File: src/rtl/pipe_stage_buf.sv
// Elastic pipeline segment buffer: DEPTH-entry FIFO carrying {data, ctrl} under valid/ready.
// Side-effect ctrl bits read as zero whenever no entry is valid, so bubbles never commit state.
module pipe_stage_buf #(
    parameter int unsigned DATA_W = 128,
    parameter int unsigned CTRL_W = 5,
    parameter int unsigned DEPTH  = 2
) (
    input  logic                       clock,
    input  logic                       reset,
    input  logic                       in_valid,
    output logic                       in_ready,
    input  logic [DATA_W-1:0]          in_data,
    input  logic [CTRL_W-1:0]          in_ctrl,
    output logic                       out_valid,
    input  logic                       out_ready,
    output logic [DATA_W-1:0]          out_data,
    output logic [CTRL_W-1:0]          out_ctrl,
    input  logic                       flush,
    output logic [$clog2(DEPTH+1)-1:0] count
);

    localparam int unsigned CNT_W = $clog2(DEPTH + 1);
    localparam int unsigned PTR_W = (DEPTH > 1) ? $clog2(DEPTH) : 1;
    localparam logic [CNT_W-1:0] FULL    = CNT_W'(DEPTH);
    localparam logic [PTR_W-1:0] PTR_MAX = PTR_W'(DEPTH - 1);

    logic [DATA_W-1:0] data_q [DEPTH];
    logic [DATA_W-1:0] data_d [DEPTH];
    logic [CTRL_W-1:0] ctrl_q [DEPTH];
    logic [CTRL_W-1:0] ctrl_d [DEPTH];
    logic [PTR_W-1:0]  wr_ptr_q, wr_ptr_d;
    logic [PTR_W-1:0]  rd_ptr_q, rd_ptr_d;
    logic [CNT_W-1:0]  count_q, count_d;
    logic              push;
    logic              pop;
    logic              wr_en;

    function automatic logic [PTR_W-1:0] ptr_inc(input logic [PTR_W-1:0] p);
        if (p == PTR_MAX) begin
            return '0;
        end
        return p + PTR_W'(1);
    endfunction

    // in_ready depends only on registered occupancy: a pop never frees a slot in the same cycle.
    assign in_ready  = (count_q < FULL);
    assign out_valid = (count_q != '0);
    assign out_data  = data_q[rd_ptr_q];
    assign out_ctrl  = out_valid ? ctrl_q[rd_ptr_q] : '0;
    assign count     = count_q;

    assign push  = in_valid && in_ready;
    assign pop   = out_valid && out_ready;
    assign wr_en = push && !flush;

    always_comb begin
        data_d = data_q;
        ctrl_d = ctrl_q;
        if (wr_en) begin
            data_d[wr_ptr_q] = in_data;
            ctrl_d[wr_ptr_q] = in_ctrl;
        end
    end

    // A pop during flush still completes downstream; everything left behind is discarded.
    always_comb begin
        wr_ptr_d = wr_ptr_q;
        rd_ptr_d = rd_ptr_q;
        count_d  = count_q;
        if (flush) begin
            wr_ptr_d = '0;
            rd_ptr_d = '0;
            count_d  = '0;
        end else begin
            if (push) begin
                wr_ptr_d = ptr_inc(wr_ptr_q);
            end
            if (pop) begin
                rd_ptr_d = ptr_inc(rd_ptr_q);
            end
            case ({push, pop})
                2'b10:   count_d = count_q + CNT_W'(1);
                2'b01:   count_d = count_q - CNT_W'(1);
                default: count_d = count_q;
            endcase
        end
    end

    always_ff @(posedge clock) begin
        if (reset) begin
            wr_ptr_q <= '0;
            rd_ptr_q <= '0;
            count_q  <= '0;
        end else begin
            wr_ptr_q <= wr_ptr_d;
            rd_ptr_q <= rd_ptr_d;
            count_q  <= count_d;
        end
    end

    always_ff @(posedge clock) begin
        data_q <= data_d;
        ctrl_q <= ctrl_d;
    end

endmodule

File: config.mk
export PLATFORM = sky130hd
export DESIGN_NAME = pipe_stage_buf
export DESIGN_NICKNAME = d
export VERILOG_FILES = /design/src/rtl/pipe_stage_buf.sv
export SDC_FILE = /design/constraint.sdc
export NUM_CORES = 1
export LEC_CHECK = 0
export CAP_MARGIN = 20
export CORE_ASPECT_RATIO = 1.5
export CORE_MARGIN = 2
export CORE_UTILIZATION = 35
export CTS_BUF_LIST = sky130_fd_sc_hd__clkbuf_4 sky130_fd_sc_hd__clkbuf_8 sky130_fd_sc_hd__clkbuf_16
export CTS_CLUSTER_DIAMETER = 30
export DETAILED_ROUTE_END_ITERATION = 10
export GPL_ROUTABILITY_DRIVEN = 1
export PLACE_DENSITY_LB_ADDON = 0.05
export SLEW_MARGIN = 0
export SYNTH_ARGS = -nofsm -noshare
export SYNTH_HDL_FRONTEND = slang
export SYNTH_SLANG_ARGS = --single-unit
File: constraint.sdc
create_clock -name clock -period 34.9 [get_ports clock]
set_input_delay 6.98 -clock clock [delete_from_list [all_inputs] [get_ports clock]]
set_output_delay 6.98 -clock clock [all_outputs]
set_load 0.02 [all_outputs]
## Word level (Yosys, flattened, before mapping)

Cells that the tools add are included.

- $add $sub $neg: 4
- Order comparisons: 4
- Equality and inequality tests: 2
- Mux-type cells: 24
- Bitwise gates (word level): 2
- Reductions and logical operators: 8

Operators with widths:

| cell | number |
|---|---|
| two-way mux 128 bit | 4 |
| bitwise mux 256 bit | 1 |
| demux 128 bit (select 1 bit) | 1 |
| two-way mux 5 bit | 5 |
| bitwise mux 10 bit | 1 |
| two-way mux 1 bit | 10 |
| demux 5 bit (select 1 bit) | 1 |
| >= comparator 2 bit (second input constant) | 2 |
| logical AND 1 bit | 4 |
| inverter 1 -> 2 bit | 2 |
| one-hot mux 2 bit (2 select lines) | 1 |
| nonzero test 2 bit | 2 |
| adder 1 bit (second input constant) | 2 |
| adder 2 x 1 -> 2 bit (second input constant) | 1 |
| == test 2 x 1 -> 1 bit (second input constant) | 1 |
| == test 2 bit (second input constant) | 1 |
| < comparator 2 x 1 -> 1 bit (second input constant) | 1 |
| < comparator 2 bit (second input constant) | 1 |
| OR reduction 2 bit | 1 |
| subtractor 2 x 1 -> 2 bit (second input constant) | 1 |
| zero test 1 bit | 1 |

- Flip-flop bits (word level): 270
- Input port bits: 138
- Word-level logic and storage cells: 51

## Logic depth before layout (Yosys ltp)

Gate-level depths: netlist of the first run.

- Word-level depth: 6
- Gate-level depth with buffers: 6
- Mapped depth without buffers: 6

## Worst setup path before layout of the first run

OpenSTA, ideal clock, no wires.

- Path type: input port to flip-flop
- Start: input port in_valid
- End: register ctrl_q[0] (netlist bit) (enable)
- Setup time: 818 ps
- Arrival: 16,747 ps
- Required time: 34,082 ps
- Slack: 17,335 ps
- Stages: 2
- Cells stage by stage: nand2b_1 nor3b_1

- Longest elaborated chain between the ends: 2

RTL lines:

| what | line | source |
|---|---|---|
| from (decl) | 10 | `input logic in_valid,` |
| logical AND 1 bit | 52 | `assign push = in_valid && in_ready;` |
| logical AND 1 bit | 54 | `assign wr_en = push && !flush;` |
| to (signal assigned) | 103 | `ctrl_q <= ctrl_d;` |
| to (decl) | 29 | `logic [CTRL_W-1:0] ctrl_q [DEPTH];` |

No other way between the ends.
A chain may end at the register's enable or synchronous reset.

## Worst setup path after layout of the first run

- Start: register rd_ptr_q
- End: output port out_data[77]

- Longest elaborated chain between the ends: 4

RTL lines:

| what | line | source |
|---|---|---|
| from (decl) | 32 | `logic [PTR_W-1:0] rd_ptr_q, rd_ptr_d;` |
| from (signal assigned) | 96 | `rd_ptr_q <= rd_ptr_d;` |
| inverter 1 -> 2 bit (not written as such) | 48 | `assign out_data = data_q[rd_ptr_q];` |
| two-way mux 128 bit (not written as such) (3 in series) | 48 |  |
| to (decl) | 16 | `output logic [DATA_W-1:0] out_data,` |

No other way between the ends. The select of a mux whose other input is x is not followed.

==> results of run 1 <==
-- metal layers --
layer  up-vias  routed length (um)
li1       2404                   -
met1      2601                7920
met2       212               11700
met3        52                1710
met4         0                 750
met5         -                   0
-- worst min-delay path by stage --
stage                            end  slack, ns  cells after the start
6_report       count[1]$_SDFFE_PP0P_       0.61                      2
5_1_grt        count[1]$_SDFFE_PP0P_       0.67                      2
4_1_cts        count[1]$_SDFFE_PP0P_       0.62                      2
3_5_place_dp   count[1]$_SDFFE_PP0P_       0.61                      2
3_3_place_gp   wr_ptr_q$_SDFFE_PP0P_       0.57                      2
2_1_floorplan  wr_ptr_q$_SDFFE_PP0P_       0.53                      2
-- layout make-up --
| type | count | share of cell area |
|---|---|---|
| Clock inverter | 33 | 0.0205 |
| Sequential cell | 270 | 0.558 |
| Antenna cell | 2 | 0.000346 |
| Tap cell | 346 | 0.0299 |
| Clock buffer | 50 | 0.0829 |
| Multi-Input combinational cell | 154 | 0.113 |
| Timing Repair Buffer | 281 | 0.195 |
| Inverter | 3 | 0.000779 |
-- flip-flops by register name (all words and copies together), names as in the netlist --
register  flops
data_q      256
ctrl_q       10
count         2
rd_ptr_q      1
wr_ptr_q      1
-- metrics by stage --
stage                     setup slack [ns]  total power [mW]
after floorplan                      17.33             0.407
after global placement               24.97             0.442
after detailed placement             24.92             0.443
after CTS                            24.35             0.879
after global routing                 24.27             0.895
final                                24.50             0.864
-- report_power, final --
part | total, mW | switching, mW | internal, mW | leakage, nW
Clock | 0.427 | 0.145 | 0.283 | 0.735
Combinational | 0.0646 | 0.0291 | 0.0355 | 1.64
Sequential | 0.372 | 0.00307 | 0.369 | 2.48
Total | 0.864 | 0.177 | 0.687 | 4.85
-- tightest hold or removal path, stage by stage (launching register included) --
cell      delay, ns
dfxtp_1        0.37
o21ai_0        0.11
a211oi_1       0.07
-- cells in the mapped netlist --
cell,number,area [um^2]
edfxtp_1,266,7990
mux2_2,128,1440
buf_2,9,45.0
buf_4,6,45.0
nor2_1,6,22.5
mux2i_1,5,50.1
dfxtp_1,4,80.1
nor3_1,4,20.0
inv_1,3,11.3
xor2_1,3,26.3
o21ai_0,2,10.0
a211oi_1,1,7.51
ha_1,1,12.5
nand2b_1,1,6.26
nor3b_1,1,7.51
or3_1,1,6.26
xnor2_1,1,8.76
-- cell families after synthesis --
logic type | after synthesis
xor+xnor | 4
simple gates | 13
fa+ha+maj | 1
mux | 133
compound gates | 3
buf+inv | 18
flops | 270
==> results.tsv, run 1 <==
stage	metric	value	unit
cells_and_area	final_cell_mix	clkdlybuf4s50_1 (274), edfxtp_1 (266), mux2_2 (128), clkbuf_16 (47), clkinv_1 (14)	
worst_setup_path	worst-path-buf-inv	2	
cts	tritoncts	done	
cts	cts_hold_buf	0	
synthesis	yosys.area_share.simple	0.00639	
sta	max_freq	0.0962	GHz
cts	postCtsResizedCells	0	
place	placed_area	0.0129	mm^2
outcome	status	completed	
worst_setup_path	required	27.92	ns
cells_and_area	stdcell_count	1139	
worst_setup_path	crit_path_start	rd_ptr_q$_SDFFE_PP0P_	
worst_setup_path	end_kind	primary output	
cells_and_area	seq_area	0.00807	mm^2
run	cap_viol_max_count	0	
floorplan	num_rows	75	
sta	holdWs	0.613	ns
route	drt-total-wl	22000	um
synthesis	synth_compound_gate_area_share	0.00179	
floorplan	die_h	209	um
floorplan	start_util	0.352	
synthesis	yosysUniqueCellTypes	17	
synthesis	seq_area_frac_synth	0.824	
synthesis	netlist_area	0.00979	mm^2
grt	gr-total-overflow	0	
cts	cts_buffers	45	
cells_and_area	layout_commonest_cell	clkdlybuf4s50_1	
synthesis	synth_top_family_by_area	multiplexers	
grt	met1_usage	0.157	
grt	grt_max_degree	80	
sta	clock_skew	0.0147	ns
place	port_buffers	274	
sta	worstMarginPinSlew	0.992	ns
worst_setup_path	crit_arrival	3.42	ns
worst_setup_path	cp_max_fo	69	
floorplan	design.core.area	0.0278	mm^2
sta	final.setup.tns	0	ns
worst_setup_path	rr_endpoint	rd_ptr_q$_SDFFE_PP0P_	
cts	cts.sinks	270	
sta	hold_viol_final	0	
worst_setup_path	critical_path_class	reg2out	
floorplan	boundaryPins	275	
power_and_ir_drop	peakVddDrop	0.0410	mV
cells_and_area	drive_above_1_share	0.262	
synthesis	synth-seq-cells	270	
route	wl_per_cell	19.3	um
synthesis	yosysWarningCount	0	
cells_and_area	fillCellCount	2296	
sta	period_minus_slack	10.40	ns
sta	setup_viol	0	
cts	clk_latency	0.53	ns
grt	grt_pass1_wl	32800	um
synthesis	syn_nets	581	
route	route.detailed.drc	0	
worst_setup_path	critical_path.endpoint	out_data[77]	
synthesis	synthCells	442	
sta	period_share	0.298	
synthesis	synthMuxAreaShare	0.152	
cts	cts_htree_levels	2	
grt	busiest_layer	met2	
grt	antenna_found_initial	2	
grt	grt_pass1_vias	5852	
synthesis	avgSynthCellArea	22.1	um^2
route	via_count	5269	
cells_and_area	postLayoutCoreUtil	0.521	
grt	grt.total_usage	0.147	
hold_path	min_path_type	reg2reg	
cts	post_cts_buffers	0	
cells_and_area	fin_area	0.0145	mm^2
sta	relSlewSlack	0.339	
cells_and_area	syn2layout_area_growth	47.7	%
worst_setup_path	startpoint_type	flop	
worst_setup_path	r2r_start	rd_ptr_q$_SDFFE_PP0P_	
route	drt_iter0_markers	280	
worst_setup_path	reg2regPathDepth	3	
route	viasPerCell	4.63	
synthesis	synth_adder_area_share	0.00128	
hold_path	min_from	count[1]$_SDFFE_PP0P_	
worst_setup_path	crit_path_max_incr_delay	0.98	ns
cts	clk_pin_slew	0.05	ns
synthesis	synth_xor_area_frac	0.00358	
place	dp_cells	1053	
grt	grt_use_met2	0.262	
worst_setup_path	reg2reg_slack	32.67	ns
worst_setup_path	worstPathCellList	buf_4, mux2_2, clkdlybuf4s50_1	
place	gp_congestion	0.742	
floorplan	die_width	141	um
cells_and_area	multi_input_area	0.00163	mm^2
route	drtAntennaViolNets	0	
worst_setup_path	cp.depth	3	
power_and_ir_drop	power_density	59.7	mW/mm^2
route	dr.pass1.iters	4	
cts	clockBufferDepth	3	
worst_setup_path	cpMaxStageDelayCell	dfxtp_4	
power_and_ir_drop	leakagePower	4.85	nW
worst_setup_path	crit_family	buffers and inverters	
sta	finalMaxSlewViolations	0	
place	hpwlAfterDp	14100	um
cells_and_area	nNetsFinal	894	
cts	cts-root-buf	clkbuf_16	
grt	grt_use_met3	0.0511	
sta	rsz0062_at_grt	no	
floorplan	dieArea	0.0293	mm^2
Note: power is estimated with default switching activity, not from simulation.
==> run 2: changes to the inputs <==
==> constraint.sdc (replaced) <==
create_clock -name clock -period 8.4 [get_ports clock]
set_input_delay 1.68 -clock clock [delete_from_list [all_inputs] [get_ports clock]]
set_output_delay 1.68 -clock clock [all_outputs]
set_load 0.02 [all_outputs]
==> results.tsv, run 2 (synthesized netlist as in run 1, its figures left out) <==
stage	metric	value	unit
sta	max_freq	0.195	GHz
cells_and_area	syn2layout_area_growth	49.3	%
worst_setup_path	cp.depth	3	
cells_and_area	largest_register_ffs	256	
power_and_ir_drop	combPwrFrac	0.071	
place	hpwlAfterDp	14000	um
floorplan	die_h	209	um
worst_setup_path	r2r_start	count[1]$_SDFFE_PP0P_	
hold_path	min_from	count[1]$_SDFFE_PP0P_	
cells_and_area	fillCellCount	2256	
cells_and_area	drive_above_1_share	0.272	
worst_setup_path	reg2reg_slack	5.78	ns
cts	clk_pin_slew	0.05	ns
place	port_buffers	274	
cts	postCtsResizedCells	0	
sta	setup_viol	0	
power_and_ir_drop	switching_share	0.199	
outcome	status	completed	
worst_setup_path	crit_family	buffers and inverters	
cts	cts.sinks	270	
route	route.detailed.drc	0	
sta	relSlewSlack	0.347	
route	dr.pass1.iters	4	
worst_setup_path	rr_endpoint	data_q[76]$_DFFE_PP_	
route	viasPerCell	4.59	
route	drt_iter0_markers	199	
route	via_count	5246	
power_and_ir_drop	power_density	258	mW/mm^2
grt	grt_pass1_wl	32500	um
cells_and_area	layout_commonest_cell	clkdlybuf4s50_1	
cts	cts-root-buf	clkbuf_16	
cells_and_area	nNetsFinal	895	
worst_setup_path	crit_path_max_incr_delay	0.98	ns
grt	antenna_found_initial	2	
sta	worst_slack	3.27	ns
floorplan	dieArea	0.0293	mm^2
worst_setup_path	end_kind	primary output	
floorplan	design.core.area	0.0278	mm^2
worst_setup_path	worstPathCellList	buf_4, mux2_2, clkdlybuf4s50_1	
cts	clockBufferDepth	3	
worst_setup_path	cpMaxStageDelayCell	dfxtp_4	
sta	period_minus_slack	5.13	ns
power_and_ir_drop	peakVddDrop	0.252	mV
worst_setup_path	reg2regPathDepth	4	
worst_setup_path	cp_max_fo	71	
power_and_ir_drop	leakagePower	4.93	nW
cts	clk_latency	0.53	ns
sta	period_share	0.610	
worst_setup_path	critical_path.endpoint	out_data[30]	
worst_setup_path	critical_path_class	reg2out	
route	wl_per_cell	19.1	um
hold_path	min_path_type	reg2reg	
floorplan	die_width	141	um
cts	tritoncts	done	
sta	worstMarginPinSlew	0.980	ns
sta	rsz0062_at_grt	no	
sta	finalMaxSlewViolations	0	
sta	clock_skew	0.0117	ns
floorplan	boundaryPins	275	
cts	cts_buffers	46	
floorplan	num_rows	75	
cts	cts_hold_buf	0	
cts	post_cts_buffers	0	
route	drtAntennaViolNets	0	
worst_setup_path	crit_arrival	3.45	ns
power_and_ir_drop	switchingPower	752	uW
power_and_ir_drop	internal_power	3.02	mW
place	pre_cts_ws	3.74	ns
grt	grt_max_degree	72	
cells_and_area	top_register	data_q	
grt	grt_pass1_vias	5873	
worst_setup_path	required	6.72	ns
sta	final.setup.tns	0	ns
cells_and_area	final_cell_mix	clkdlybuf4s50_1 (274), edfxtp_1 (266), mux2_2 (128), clkbuf_16 (49), clkinv_2 (10)	
route	drt-total-wl	21800	um
place	gp_congestion	0.729	
grt	grt.total_usage	0.145	
grt	gr-total-overflow	0	
sta	hold_viol_final	0	
floorplan	start_util	0.352	
cts	cts_htree_levels	2	
worst_setup_path	crit_path_start	rd_ptr_q$_SDFFE_PP0P_	
worst_setup_path	worst-path-buf-inv	2	
worst_setup_path	startpoint_type	flop	
power_and_ir_drop	p_seq_frac	0.409	
power_and_ir_drop	clkPwrFrac	0.519	
run	cap_viol_max_count	0	
run 2: cell count changes in the layout (fill, tap and decap cells not counted), sizes merged:
cell | previous run | this run
inv | 6 | 5
clkinvlp | 2 | 3
clkbuf | 50 | 53
clkinv | 23 | 19
bufinv | 5 | 9
run 2: how the worst min path moves through the flow:
stage,endpoint,depth (start not counted)
6_report,count[1]$_SDFFE_PP0P_,2
5_1_grt,count[1]$_SDFFE_PP0P_,2
4_1_cts,count[1]$_SDFFE_PP0P_,2
3_5_place_dp,wr_ptr_q$_SDFFE_PP0P_,2
3_3_place_gp,count[1]$_SDFFE_PP0P_,2
2_1_floorplan,wr_ptr_q$_SDFFE_PP0P_,2
run 2: final cells by class:
| class | instances | area, um^2 | share of cell area |
|---|---|---|---|
| Sequential cell | 270 | 8070 | 0.552 |
| Timing Repair Buffer | 281 | 2800 | 0.191 |
| Multi-Input combinational cell | 154 | 1640 | 0.112 |
| Clock buffer | 53 | 1260 | 0.0860 |
| Tap cell | 346 | 433 | 0.0296 |
| Clock inverter | 33 | 399 | 0.0273 |
| Inverter | 3 | 11.3 | 0.000771 |
| Antenna cell | 2 | 5.00 | 0.000342 |
run 2: routing by layer:
layer  global-route usage  share of wire
met1                0.151           0.36
met2                0.259           0.53
met3               0.0548          0.081
met4               0.0648          0.030
met5                    0              0
run 2: power by group through the flow:
stage	Sequential (mW)	Combinational, mW	Clock [mW]
CTS	1.55	0.273	2.01
global route	1.55	0.283	2.07
global placement	1.57	0.267	0
finish	1.55	0.269	1.96
floorplan	1.57	0.111	0
detailed placement	1.57	0.271	0
run 2: metrics by stage:
step	total power [mW]	cells	util	hold WS [ns]	area, um^2
detailed placement	1.84	1054	0.466	0.592	13000
global route	3.90	1141	0.526	0.643	14600
global placement	1.84	1054	0.466	0.567	13000
finish	3.77	1142	0.526	0.614	14600
floorplan	1.68	442	-	0.544	9800
CTS	3.83	1140	0.526	0.611	14600
run 2: worst reg2reg max path, cell delays in order, from the launching register on:
cell and delay (ns):
dfxtp_1 0.38, nand2b_1 0.30, nor3b_4 0.24, buf_4 0.53, buf_4 0.72
